<file path="src/rtl/dcache_miss_unit_pkg.sv">
// dcache_miss_unit_pkg: request-type, state and bridge request-line encodings
// shared by the DCache miss sequencer.
package dcache_miss_unit_pkg;
  localparam logic [1:0] DMISS_LINE = 2'b00;
  localparam logic [1:0] DMISS_UNCR = 2'b01;
  localparam logic [1:0] DMISS_UNCW = 2'b10;
  // One-hot request-line vector order: {DWriteUncache, DcaWriteAble, DUnacheRead, DcaReadAble}
  localparam logic [3:0] RQ_RD_LINE = 4'b0001;
  localparam logic [3:0] RQ_RD_UNC  = 4'b0010;
  localparam logic [3:0] RQ_WR_LINE = 4'b0100;
  localparam logic [3:0] RQ_WR_UNC  = 4'b1000;
  typedef enum logic [3:0] {
    S_IDLE, S_WB_REQ, S_WB_WAIT, S_RF_REQ, S_RF_WAIT,
    S_UR_REQ, S_UR_WAIT, S_UW_REQ, S_UW_WAIT, S_DONE
  } state_t;
endpackage

</file>
<file path="src/rtl/dcache_miss_unit.sv">
// dcache_miss_unit: sequences one DCache miss (victim writeback then refill) or one
// uncached word access through the AXI bridge and returns the result to the DCache.
module dcache_miss_unit
  import dcache_miss_unit_pkg::*;
#(
  parameter int LINE_BITS = 256,
  parameter int ADDR_W    = 32
) (
  input  logic                 Clk,
  input  logic                 Rest,
  input  logic                 ReqValid,
  input  logic [1:0]           ReqType,
  input  logic [ADDR_W-1:0]    ReqAddr,
  input  logic                 ReqDirty,
  input  logic [ADDR_W-1:0]    VicAddr,
  input  logic [LINE_BITS-1:0] VicData,
  input  logic [31:0]          UncWdata,
  input  logic [3:0]           UncStrb,
  output logic                 ReqReady,
  output logic                 RespValid,
  output logic [LINE_BITS-1:0] RespLine,
  output logic [31:0]          RespWord,
  input  logic                 CacReadfree,
  input  logic                 CacWritefree,
  output logic                 DcaReadAble,
  output logic                 DUnacheRead,
  output logic [ADDR_W-1:0]    DcaReadAddr,
  input  logic                 DRshankhand,
  input  logic                 ReadBackAble,
  input  logic [511:0]         ReadBackDate,
  output logic                 DcaWriteAble,
  output logic                 DWriteUncache,
  output logic [ADDR_W-1:0]    DcaWriteAddr,
  output logic [LINE_BITS-1:0] DcaWDate,
  output logic [3:0]           UncacheStrb,
  input  logic                 DWshankhand,
  input  logic                 WritBAckAble
);
  state_t                r_state, w_next;
  logic [3:0]            r_req, w_req_next, w_req_sel;
  logic                  w_is_wr, w_is_req, w_free, w_shake, w_launch, w_accept, w_handed;
  logic [ADDR_W-1:0]     r_addr, r_vic_addr, r_rd_addr, r_wr_addr;
  logic [LINE_BITS-1:0]  r_vic_data, r_wdate, r_resp_line;
  logic [31:0]           r_wdata, r_resp_word;
  logic [3:0]            r_strb, r_ustrb;
  logic                  w_unused;

  assign w_unused = ^ReadBackDate[511:LINE_BITS];

  always_comb begin
    w_is_wr   = r_state inside {S_WB_REQ, S_UW_REQ};
    w_is_req  = w_is_wr || (r_state inside {S_RF_REQ, S_UR_REQ});
    w_free    = w_is_wr ? CacWritefree : CacReadfree;
    w_shake   = w_is_wr ? DWshankhand : DRshankhand;
    w_req_sel = (r_state == S_RF_REQ) ? RQ_RD_LINE :
                (r_state == S_UR_REQ) ? RQ_RD_UNC  :
                (r_state == S_WB_REQ) ? RQ_WR_LINE :
                (r_state == S_UW_REQ) ? RQ_WR_UNC  : 4'b0000;
    w_launch  = w_is_req && (r_req == 4'b0000) && w_free;
    w_handed  = (r_req != 4'b0000) && w_shake;
    w_accept  = (r_state == S_IDLE) && ReqValid && (ReqType != 2'b11);
    // The request line rises once the channel is free and falls on the handshake edge.
    w_req_next = w_launch ? w_req_sel : w_handed ? 4'b0000 : r_req;
    w_next = r_state;
    case (r_state)
      S_IDLE:    if (w_accept) w_next = (ReqType == DMISS_UNCR) ? S_UR_REQ :
                                        (ReqType == DMISS_UNCW) ? S_UW_REQ :
                                        ReqDirty ? S_WB_REQ : S_RF_REQ;
      S_WB_REQ:  if (w_handed) w_next = S_WB_WAIT;
      S_RF_REQ:  if (w_handed) w_next = S_RF_WAIT;
      S_UR_REQ:  if (w_handed) w_next = S_UR_WAIT;
      S_UW_REQ:  if (w_handed) w_next = S_UW_WAIT;
      S_WB_WAIT: if (WritBAckAble) w_next = S_RF_REQ;
      S_UW_WAIT: if (WritBAckAble) w_next = S_DONE;
      S_RF_WAIT: if (ReadBackAble) w_next = S_DONE;
      S_UR_WAIT: if (ReadBackAble) w_next = S_DONE;
      default:   w_next = S_IDLE;
    endcase
  end

  always_ff @(posedge Clk or negedge Rest)
    if (!Rest) r_state <= S_IDLE;
    else r_state <= w_next;

  always_ff @(posedge Clk or negedge Rest) begin
    if (!Rest) begin
      r_req       <= '0;
      r_addr      <= '0;
      r_vic_addr  <= '0;
      r_vic_data  <= '0;
      r_wdata     <= '0;
      r_strb      <= '0;
      r_rd_addr   <= '0;
      r_wr_addr   <= '0;
      r_wdate     <= '0;
      r_ustrb     <= '0;
      r_resp_line <= '0;
      r_resp_word <= '0;
    end else begin
      r_req <= w_req_next;
      if (w_accept) begin
        r_addr     <= ReqAddr;
        r_vic_addr <= VicAddr;
        r_vic_data <= VicData;
        r_wdata    <= UncWdata;
        r_strb     <= UncStrb;
      end
      if (w_launch && !w_is_wr) r_rd_addr <= r_addr;
      if (w_launch && w_is_wr) begin
        r_wr_addr <= (r_state == S_WB_REQ) ? r_vic_addr : r_addr;
        r_wdate   <= (r_state == S_WB_REQ) ? r_vic_data : {{(LINE_BITS-32){1'b0}}, r_wdata};
        r_ustrb   <= (r_state == S_WB_REQ) ? 4'hf : r_strb;
      end
      if (r_state == S_RF_WAIT && ReadBackAble) r_resp_line <= ReadBackDate[LINE_BITS-1:0];
      if (r_state == S_UR_WAIT && ReadBackAble) r_resp_word <= ReadBackDate[31:0];
    end
  end

  assign {DWriteUncache, DcaWriteAble, DUnacheRead, DcaReadAble} = r_req;
  assign DcaReadAddr  = r_rd_addr;
  assign DcaWriteAddr = r_wr_addr;
  assign DcaWDate     = r_wdate;
  assign UncacheStrb  = r_ustrb;
  assign ReqReady     = (r_state == S_IDLE);
  assign RespValid    = (r_state == S_DONE);
  assign RespLine     = r_resp_line;
  assign RespWord     = r_resp_word;

  a_one_req: assert property (@(posedge Clk) disable iff (!Rest) $onehot0(r_req));
endmodule
</file>
<file path="config.mk">
export PLATFORM = sky130hd
export DESIGN_NAME = dcache_miss_unit
export DESIGN_NICKNAME = d
export VERILOG_FILES = /design/src/rtl/dcache_miss_unit_pkg.sv /design/src/rtl/dcache_miss_unit.sv
export SDC_FILE = /design/constraint.sdc
export NUM_CORES = 1
export LEC_CHECK = 0
export ABC_AREA = 1
export CAP_MARGIN = 15
export CORE_AREA = 2 2 577 579
export CTS_BUF_LIST = sky130_fd_sc_hd__clkbuf_4 sky130_fd_sc_hd__clkbuf_8
export CTS_CLUSTER_SIZE = 40
export DETAILED_ROUTE_END_ITERATION = 12
export DIE_AREA = 0 0 579 581
export PLACE_DENSITY = 0.36
export SETUP_SLACK_MARGIN = 0.15
export SLEW_MARGIN = 20
export SYNTH_ARGS = -nofsm -noshare
export SYNTH_HDL_FRONTEND = slang
export SYNTH_SLANG_ARGS = --single-unit
</file>
<file path="constraint.sdc">
create_clock -name Clk -period 2.5 [get_ports Clk]
set_clock_uncertainty 0.2 [all_clocks]
set_input_delay 0.5 -clock Clk [delete_from_list [all_inputs] [get_ports Clk]]
set_output_delay 0.5 -clock Clk [all_outputs]
set_load 0.005 [all_outputs]
</file>
== Word-level counts from Yosys, hierarchy flattened ==
Index checks and enable logic that the tools add are counted.

* Bits in registers: 976
* Logic and storage cells: 75
* Output and inout bits: 618
* Input port bits: 880

* Reduce and logical (&&, ||, !) cells: 19
* Multiplexer cells: 23
* Eq/ne operators: 20

{| class="wikitable"
|+ Operators with widths
! cell !! number
|-
| two-way mux 256 bit || 1
|-
| two-way mux 4 bit || 15
|-
| two-way mux 32 bit || 1
|-
| case mux 4 bit (8 select lines) || 1
|-
| == test 4 x 3 -> 1 bit (second input constant) || 4
|-
| != test 2 bit (second input constant) || 7
|-
| logical AND 1 bit || 9
|-
| == test 4 x 2 -> 1 bit (second input constant) || 2
|-
| == test 4 bit (second input constant) || 2
|-
| logical NOT 4 bit || 2
|-
| AND reduction 8 bit || 1
|-
| two-way mux 3 bit || 2
|-
| nonzero test 2 bit || 3
|-
| == test 4 x 1 -> 1 bit (second input constant) || 1
|-
| != test 2 x 1 -> 1 bit (second input constant) || 2
|-
| nonzero test 4 bit || 1
|-
| == test 2 x 1 -> 1 bit (second input constant) || 1
|-
| == test 2 bit (second input constant) || 1
|-
| two-way mux 1 bit || 2
|-
| two-way mux 2 bit || 1
|-
| OR reduction 2 bit || 1
|-
| logical NOT 1 bit || 1
|-
| logical OR 1 bit || 1
|}

== Logic depth before layout (Yosys ltp) ==
Gate-level depths: netlist of the first run.

* Word-level depth: 6
* Mapped depth: 12
* Mapped depth without buffers: 11

== Worst setup path before layout of the first run ==
OpenSTA, ideal clock, no wires.

* Kind: register to register
* Start point: register r_state[3]
* End point: register r_vic_data[114]
* Path slack: 0.635 ns
* Required time: 2.175 ns
* Buffers on the path: 2
* Arrival time: 1.540 ns
* Period minus slack after synthesis: 1.865 ns
* Setup time: 0.125 ns
* Stages on the path, launching flop included: 8
* Path through: dfrtp_1 -> nor2_4 -> nand2_1 -> inv_1 -> nand2_2 -> buf_2 -> buf_2 -> mux2_2

* Longest elaborated chain between the ends: 3

{| class="wikitable"
|+ Ends and longest elaborated chain
! item !! line !! text
|-
| from (decl) || dcache_miss_unit.sv:39 || <nowiki>state_t r_state, w_next;</nowiki>
|-
| from (signal assigned) || dcache_miss_unit.sv:83 || <nowiki>else r_state <= w_next;</nowiki>
|-
| logical NOT 4 bit || n/a ||
|-
| net ReqReady || dcache_miss_unit.sv:19 || <nowiki>output logic ReqReady,</nowiki>
|-
| logical AND 1 bit (2 in a row) || dcache_miss_unit.sv:61 || <nowiki>w_accept = (r_state == S_IDLE) && ReqValid && (ReqType != 2'b11);</nowiki>
|-
| to (signal assigned) || dcache_miss_unit.sv:104 || <nowiki>r_vic_data <= VicData;</nowiki>
|-
| to (decl) || dcache_miss_unit.sv:43 || <nowiki>logic [LINE_BITS-1:0] r_vic_data, r_wdate, r_resp_line;</nowiki>
|}

The timed path passes the listed nets, and every way through them passes these cells.
A chain may end at the register's enable or synchronous reset.

== Worst setup path after layout of the first run ==
* Start point: register r_state[3]
* End point: output port ReqReady

* Longest elaborated chain between the ends: 1

{| class="wikitable"
|+ Ends and longest elaborated chain
! item !! line !! text
|-
| logical NOT 4 bit || dcache_miss_unit.sv:124 || <nowiki>assign ReqReady = (r_state == S_IDLE);</nowiki>
|-
| to (decl) || dcache_miss_unit.sv:19 ||
|}

No other way between the ends.

==> summary.md, run 1 <==
| Metric | Value |
|---|---|
| Most frequent standard cell in the layout excluding fill and tap cells | sky130_fd_sc_hd__dfrtp_1 |
| Iteration count of the initial detailed-routing pass | 5 |
| Fin worst setup slack | -0.227 ns |
| Final GP Congestion | 0.822 |
| Placeable core region | 330000 um^2 |
| Most frequent cells in the layout | sky130_fd_sc_hd__dfrtp_1, sky130_fd_sc_hd__nand2_1, sky130_fd_sc_hd__clkdlybuf4s50_1, sky130_fd_sc_hd__dlygate4sd3_1, sky130_fd_sc_hd__mux2_2 |
| Fraction of synthesis flops using an asynchronous set or reset pin | 1.00 |
| Post-detailed-route via-to-cell ratio | 3.43 |
| Hold Startpoint | ReadBackDate[81] |
| Floorplan die area | 336000 um^2 |
| Post-layout minimum cycle time | 2.73 ns |
| Overall power consumption | 0.0854 W |
| Synthesized flop and latch total | 976 |
| Share of synthesized area occupied by flip-flops and latches | 0.629 |
| Area of all sequential standard cells | 24400 um^2 |
| Inserted Clock Buffers | 207 |
| Clock-pin transition on the worst setup and hold timing paths | 0.05 ns |
| First-pass GRT wire length | 304000 um |
| H-Tree Depth | 4 |
| Type of the worst min-delay path | in2reg |
| Crit path from | r_state[3]$_DFFE_PN0P_ |
| Tot GR Track Use | 0.129 |
| Netlist area before placement | 38900 um^2 |
| Count of endpoints failing hold in the final timing report | 0 |
| Max-capacitance violation count | 0 |
| Die extent in x | 579 um |
| Largest net degree at the start of global routing | 85 |
| Wirelength, routed | 230000 um |
| Number of pins with negative max-slew slack in the final report | 0 |
| Run status | finished, violations left |
| Final setup violating endpoints | 2 |
| Worst IR Drop VDD | 0.625 mV |
| Max-slew headroom | 0.592 |
| Layout cells sized above 1 | 0.329 |
| Commonest register cell after synthesis | sky130_fd_sc_hd__dfrtp_1 |
| DP Worst Slack | -0.354 ns |
| Standby leakage power | 32.9 nW |
| Post-DP Area | 58300 um^2 |
| Part of the cycle the worst path needs | 1.09 |
| Number of placement rows | 211 |
| Vias in the first global route | 37300 |
| Mapped Nets | 4379 |
| First DRT Iteration DRCs | 1574 |
| Hold Slack | 0.114 ns |
| Violated checks | setup timing |
| Total power per unit cell area | 1220 nW/um^2 |
| Setup repair after global routing missed its margin | yes |
| GR Overflow Total | 0 |
| Area of the multi-input gates | 12800 um^2 |
| WP data arrival | 2.03 ns |
| Starting density of the core | 0.118 |
| TritonCTS clock tree | yes |
| Launching element type of the critical path | flop |
| Number of synthesized flops with an enable pin | 0 |
| Number of antenna violations at the first check in global routing | 103 |
| Avg WL per Cell | 22.4 um |
| Number of buffers on the longest clock path | 4 |
| Boundary Pins | 1498 |
| Total of warnings raised by yosys | 0 |
| Die boundary height | 581 um |
| Origin of the critical flop-to-flop path | r_state[2]$_DFFE_PN0P_ |
| Required time of the critical path | 1.80 ns |
| Antenna viol nets, final | 0 |
| Critical-path maximum fanout | 4 |
| Tightest Pin Transition | 0.612 ns |
| Count of unresolved DRC violations after routing | 0 |
| Sort of element at the end of the critical path | primary output |
| Cell count after synthesis | 3496 |
| CTS root buf | sky130_fd_sc_hd__clkbuf_8 |
| Number of clock sinks | 976 |
| Clock insertion delay at the later pin of the skew report | 1.02 ns |
| Count of filler cells inserted in the layout | 36000 |
| Count of port buffers added during placement | 1241 |
| Yosys cell types | 27 |
| Worst setup path category | reg2out |
| Final #Nets | 6575 |
| Layout area overhead | 80.7% |
| Hpwl dp | 172000 um |
| Final instance area | 70200 um^2 |
| Average cell area after synthesis | 11.1 um^2 |
| Via count | 35200 |
| Max Freq | 367 MHz |
## worst max-delay path, stage by stage, from the launching register on
cell and delay (ns):
sky130_fd_sc_hd__dfrtp_2 0.44, sky130_fd_sc_hd__nor2_4 0.13, sky130_fd_sc_hd__nand2_2 0.08, sky130_fd_sc_hd__buf_8 0.14, sky130_fd_sc_hd__clkinvlp_4 0.08, sky130_fd_sc_hd__buf_6 0.09, sky130_fd_sc_hd__buf_12 0.09
## per-layer routing
| metal | global-route usage | share of wire | up-vias |
|---|---|---|---|
| met5 | 0 | 0.0012 | - |
| li1 | - | - | 16200 |
| met1 | 0.161 | 0.43 | 17300 |
| met4 | 0.0383 | 0.030 | 44 |
| met2 | 0.204 | 0.45 | 1278 |
| met3 | 0.0468 | 0.087 | 314 |
## cell type report
type	instances	area share
sequential	976	0.348
timing repair buffer	2239	0.316
multi-input combinational	2094	0.182
tap	4366	0.0778
clock buffer	335	0.0591
inverter	174	0.00971
clock inverter	38	0.00586
antenna	51	0.00182
## logic make-up (layout without fill, tap and decap cells)
group	after synthesis	after routing	synth area share
fa+ha+maj	3	3	0.000966
flops	976	976	0.629
buf+inv	427	2786	0.0491
compound gates	239	239	0.0310
simple gates	1391	1392	0.157
mux	460	460	0.133
other cells	0	51	0
## flip-flops by register name, summed over array words and instances (netlist names)
signal and cells:
r_vic_data 256, r_strb 4, r_vic_addr 32, RespLine 256, DcaReadAddr 32, UncacheStrb 4
r_wdata 32, RespWord 32, r_req 4, DcaWriteAddr 32, r_state 4, DcaWDate 256
r_addr 32
## path summary, 6_finish.rpt
path | end | slack, ns | depth (start not counted)
max | ReqReady | -0.23 | 6
min | RespLine[81]$_DFFE_PN0P_ | 0.11 | 2
max reg2reg | DcaWDate[90]$_DFFE_PN0P_ | 0.04 | 14
min reg2reg | DcaWDate[181]$_DFFE_PN0P_ | 0.26 | 2
max in group asynchronous | RespLine[255]$_DFFE_PN0P_ | 1.22 | 4
min in group asynchronous | r_vic_data[116]$_DFFE_PN0P_ | 0.29 | 3
## Yosys cell counts (2+ instances only)
library cell,number,share of area
sky130_fd_sc_hd__dfrtp_1,976,0.63
sky130_fd_sc_hd__nand2_1,807,0.078
sky130_fd_sc_hd__mux2_2,460,0.13
sky130_fd_sc_hd__nand4_1,325,0.052
sky130_fd_sc_hd__nor2_1,234,0.023
sky130_fd_sc_hd__inv_1,171,0.017
sky130_fd_sc_hd__a21oi_1,154,0.020
sky130_fd_sc_hd__buf_2,144,0.019
sky130_fd_sc_hd__o21ai_0,82,0.011
sky130_fd_sc_hd__clkbuf_1,56,0.0054
sky130_fd_sc_hd__buf_4,27,0.0052
sky130_fd_sc_hd__buf_1,23,0.0022
sky130_fd_sc_hd__nand3_1,14,0.0018
sky130_fd_sc_hd__buf_6,3,0.00087
sky130_fd_sc_hd__ha_1,3,0.00097
sky130_fd_sc_hd__inv_2,3,0.00029
sky130_fd_sc_hd__nand2_2,2,0.00032
sky130_fd_sc_hd__nor2_2,2,0.00032
sky130_fd_sc_hd__nor2_4,2,0.00058
## what timing repair did
action,4_1_cts,5_1_grt
pin swaps,9,5
hold buffers,564,0
endpoints found under the hold margin,1563,0
setup buffers,136,28
endpoints found under the setup margin,900,579
gates cloned,10,35
resized for setup,3045,53
## through the flow
stage               utilization  TNS [ns]  instances
global route              0.213     -8.89      10200
global placement          0.177   -106.71       9076
CTS                       0.208    -0.801      10200
floorplan                     -         0       3496
finish                    0.213    -0.399      10300
detailed placement        0.177   -102.50       9076
## power by group
group / switching (W) / leakage (nW) / total (W) / internal (W)
registers: 0.00428 / 11.9 / 0.0274 / 0.0231
logic: 0.0201 / 18.6 / 0.0388 / 0.0186
clock network: 0.00825 / 2.42 / 0.0192 / 0.0110
(Power assumes the default switching activity.)
==> run 2, diff against run 1 <==
REMOVE_ABC_BUFFERS = 1   (was not set)
==> run 2 against run 1 <==
Net effect:
- the run still ends with setup timing left
- global-route usage decreased by 0.053 points
- critical endpoint unchanged
- register-to-register slack got worse by 0.21 ns
- via count decreased by 0.32%
- sequential power about the same
- die area unchanged
- count of clock-buffer cells in the layout decreased by 23
- critical path depth unchanged
- critical path type unchanged
==> summary.md, run 2 (synthesized netlist as in run 1, its figures left out) <==
| Metric | Value |
|---|---|
| Largest net degree at the start of global routing | 97 (+14%) |
| Met1 routing resource usage after global routing | 0.150 (-0.0114) |
| Count of port buffers added during placement | 1241 (unchanged) |
| Post-DP Area | 58200 um^2 (-0.24%) |
| Placeable core region | 330000 um^2 (unchanged) |
| Most frequent cells in the layout | sky130_fd_sc_hd__dfrtp_1, sky130_fd_sc_hd__nand2_1, sky130_fd_sc_hd__clkdlybuf4s50_1, sky130_fd_sc_hd__dlygate4sd3_1, sky130_fd_sc_hd__mux2_2 |
| Most heavily used metal layer in global routing | met2 |
| First DRT Iteration DRCs | 1321 (-16%) |
| Inserted Clock Buffers | 204 (-1.4%) |
| Fin worst setup slack | -0.285 ns (-0.0578 ns) |
| Final setup violating endpoints | 235 (+233) |
| Overall power consumption | 0.0828 W (-3.0%) |
| Floorplan die area | 336000 um^2 (unchanged) |
| Sort of element at the end of the critical path | primary output |
| Final GP Congestion | 0.798 (-2.9%) |
| Run status | finished, violations left |
| Number of antenna violations at the first check in global routing | 128 (+24%) |
| Hold Slack | 0.171 ns (+0.0574 ns) |
| Met3 GRT Util | 0.0444 (-0.00239) |
| Hpwl dp | 172000 um (+0.39%) |
| Die extent in x | 579 um (unchanged) |
| Violated checks | setup timing |
| H-Tree Depth | 4 (unchanged) |
| Layout area overhead | 77.5% |
| Critical-path maximum fanout | 3 (-1) |
| Global-route met2 utilization | 0.219 (+0.0147) |
| Worst IR Drop VDD | 0.596 mV (-4.7%) |
| CTS root buf | sky130_fd_sc_hd__clkbuf_8 |
| Vias in the first global route | 37400 (+0.40%) |
| Count of unresolved DRC violations after routing | 0 (unchanged) |
| Clock-pin transition on the worst setup and hold timing paths | 0.06 ns (about the same) |
| Type of the worst min-delay path | in2reg |
| Number of buffers on the longest clock path | 4 (unchanged) |
| Number of pins with negative max-slew slack in the final report | 0 (unchanged) |
| Most frequent standard cell in the layout excluding fill and tap cells | sky130_fd_sc_hd__dfrtp_1 |
| Final #Nets | 6556 (-0.29%) |
| Total power per unit cell area | 1200 nW/um^2 (-1.3%) |
| Post-layout minimum cycle time | 2.78 ns (+0.0578 ns) |
| Count of endpoints failing hold in the final timing report | 0 (unchanged) |
| Final instance area | 69000 um^2 (-1.8%) |
| Part of the cycle the worst path needs | 1.11 (+0.0231) |
| Tot GR Track Use | 0.128 (-0.000530) |
| First-pass GRT wire length | 304000 um (-0.17%) |
| Post-detailed-route via-to-cell ratio | 3.43 (+0.17%) |
| TritonCTS clock tree | yes |
| Standby leakage power | 32.2 nW (-2.2%) |
| Wirelength, routed | 226000 um (-1.7%) |
| Layout cells sized above 1 | 0.317 (-0.0126) |
| Setup repair after global routing missed its margin | yes |
| Antenna viol nets, final | 0 (unchanged) |
| Max-capacitance violation count | 0 (unchanged) |
| Worst setup path category | reg2out |
| Number of clock sinks | 976 (unchanged) |
| Boundary Pins | 1498 (unchanged) |
| Launching element type of the critical path | flop |
| Die boundary height | 581 um (unchanged) |
| GR Overflow Total | 0 (unchanged) |
| Iteration count of the initial detailed-routing pass | 5 (unchanged) |
| Tightest Pin Transition | 0.625 ns (+0.0128 ns) |
| Avg WL per Cell | 22.1 um (-1.2%) |
| Required time of the critical path | 1.80 ns (about the same) |
| Clock insertion delay at the later pin of the skew report | 0.99 ns (-0.03 ns) |
| Max Freq | 359 MHz (-2.1%) |
| Via count | 35100 (-0.32%) |
| WP data arrival | 2.08 ns (+0.05 ns) |
| Starting density of the core | 0.118 (unchanged) |
| Number of placement rows | 211 (unchanged) |
| Max-slew headroom | 0.583 (-0.00854) |
| Final sum of negative setup slack | -16.33 ns (-15.93 ns) |
run 2: cell count changes in the layout (fill, tap and decap cells not counted), moves of 7 or more:
cell,before,now
sky130_fd_sc_hd__buf_2,356,389
sky130_fd_sc_hd__mux2_2,439,460
sky130_fd_sc_hd__buf_6,273,231
sky130_fd_sc_hd__nand2_2,5,12
sky130_fd_sc_hd__buf_12,87,73
sky130_fd_sc_hd__mux2_4,21,0
sky130_fd_sc_hd__clkbuf_8,261,240
sky130_fd_sc_hd__clkbuf_16,30,17
sky130_fd_sc_hd__nand2_1,801,793
sky130_fd_sc_hd__buf_4,273,256
sky130_fd_sc_hd__dlygate4sd3_1,564,602
run 2: through the flow:
| stage | setup slack (ns) | std cells | util |
|---|---|---|---|
| after floorplan | -10.37 | 3243 | - |
| after global placement | -0.464 | 9073 | 0.176 |
| after detailed placement | -0.457 | 9073 | 0.176 |
| after CTS | -0.527 | 10100 | 0.207 |
| after global routing | -0.491 | 10200 | 0.209 |
| final | -0.285 | 10200 | 0.209 |
run 2: per-layer routing:
layer	share of wire	vias to the layer above
li1	-	16200
met1	0.40	17300
met2	0.48	1235
met3	0.083	372
met4	0.029	64
met5	0.0018	-
run 2: what timing repair did:
action	4_1_cts	5_1_grt
setup buffers	125	9
hold buffers	603	0
resized for setup	2950	36
pin swaps	27	10
endpoints found under the hold margin	1371	0
endpoints found under the setup margin	1298	594
cloned	5	18
run 2: power breakdown:
part           leakage (nW)  switching, W  internal, W
combinational          18.0        0.0195       0.0175
clock                  2.24       0.00803       0.0103
sequential             11.9       0.00430       0.0231
run 2: path summary, 6_finish.rpt:
| path | startpoint | to | slack [ns] | depth (start not counted) |
|---|---|---|---|---|
| max reg2reg | r_state[1]$_DFFE_PN0P_ | DcaWDate[54]$_DFFE_PN0P_ | -0.17 | 16 |
| min | VicData[125] | r_vic_data[125]$_DFFE_PN0P_ | 0.17 | 3 |
| max | r_state[1]$_DFFE_PN0P_ | ReqReady | -0.28 | 6 |
| min in group asynchronous | Rest | DcaWDate[41]$_DFFE_PN0P_ | 0.27 | 3 |
| min reg2reg | DcaWDate[108]$_DFFE_PN0P_ | DcaWDate[108]$_DFFE_PN0P_ | 0.26 | 2 |
| max in group asynchronous | Rest | DcaReadAddr[16]$_DFFE_PN0P_ | 1.13 | 5 |
run 2: worst max-delay path: stages (launching register included):
cell                      delay, ns
sky130_fd_sc_hd__dfrtp_2       0.43
sky130_fd_sc_hd__buf_6         0.13
sky130_fd_sc_hd__nor2_4        0.13
sky130_fd_sc_hd__nand2_4       0.10
sky130_fd_sc_hd__inv_4         0.10
sky130_fd_sc_hd__buf_6         0.10
sky130_fd_sc_hd__buf_12        0.09
run 2: cell type report:
type / instances / area (um^2)
clock inverters: 29 / 367
inverters: 174 / 694
clock buffers: 312 / 3840
multi-input cells: 2093 / 12700
well taps: 4366 / 5460
diodes: 49 / 123
flip-flops and latches: 976 / 24400
repair buffers: 2224 / 21400
fillers: 36000 / 261000
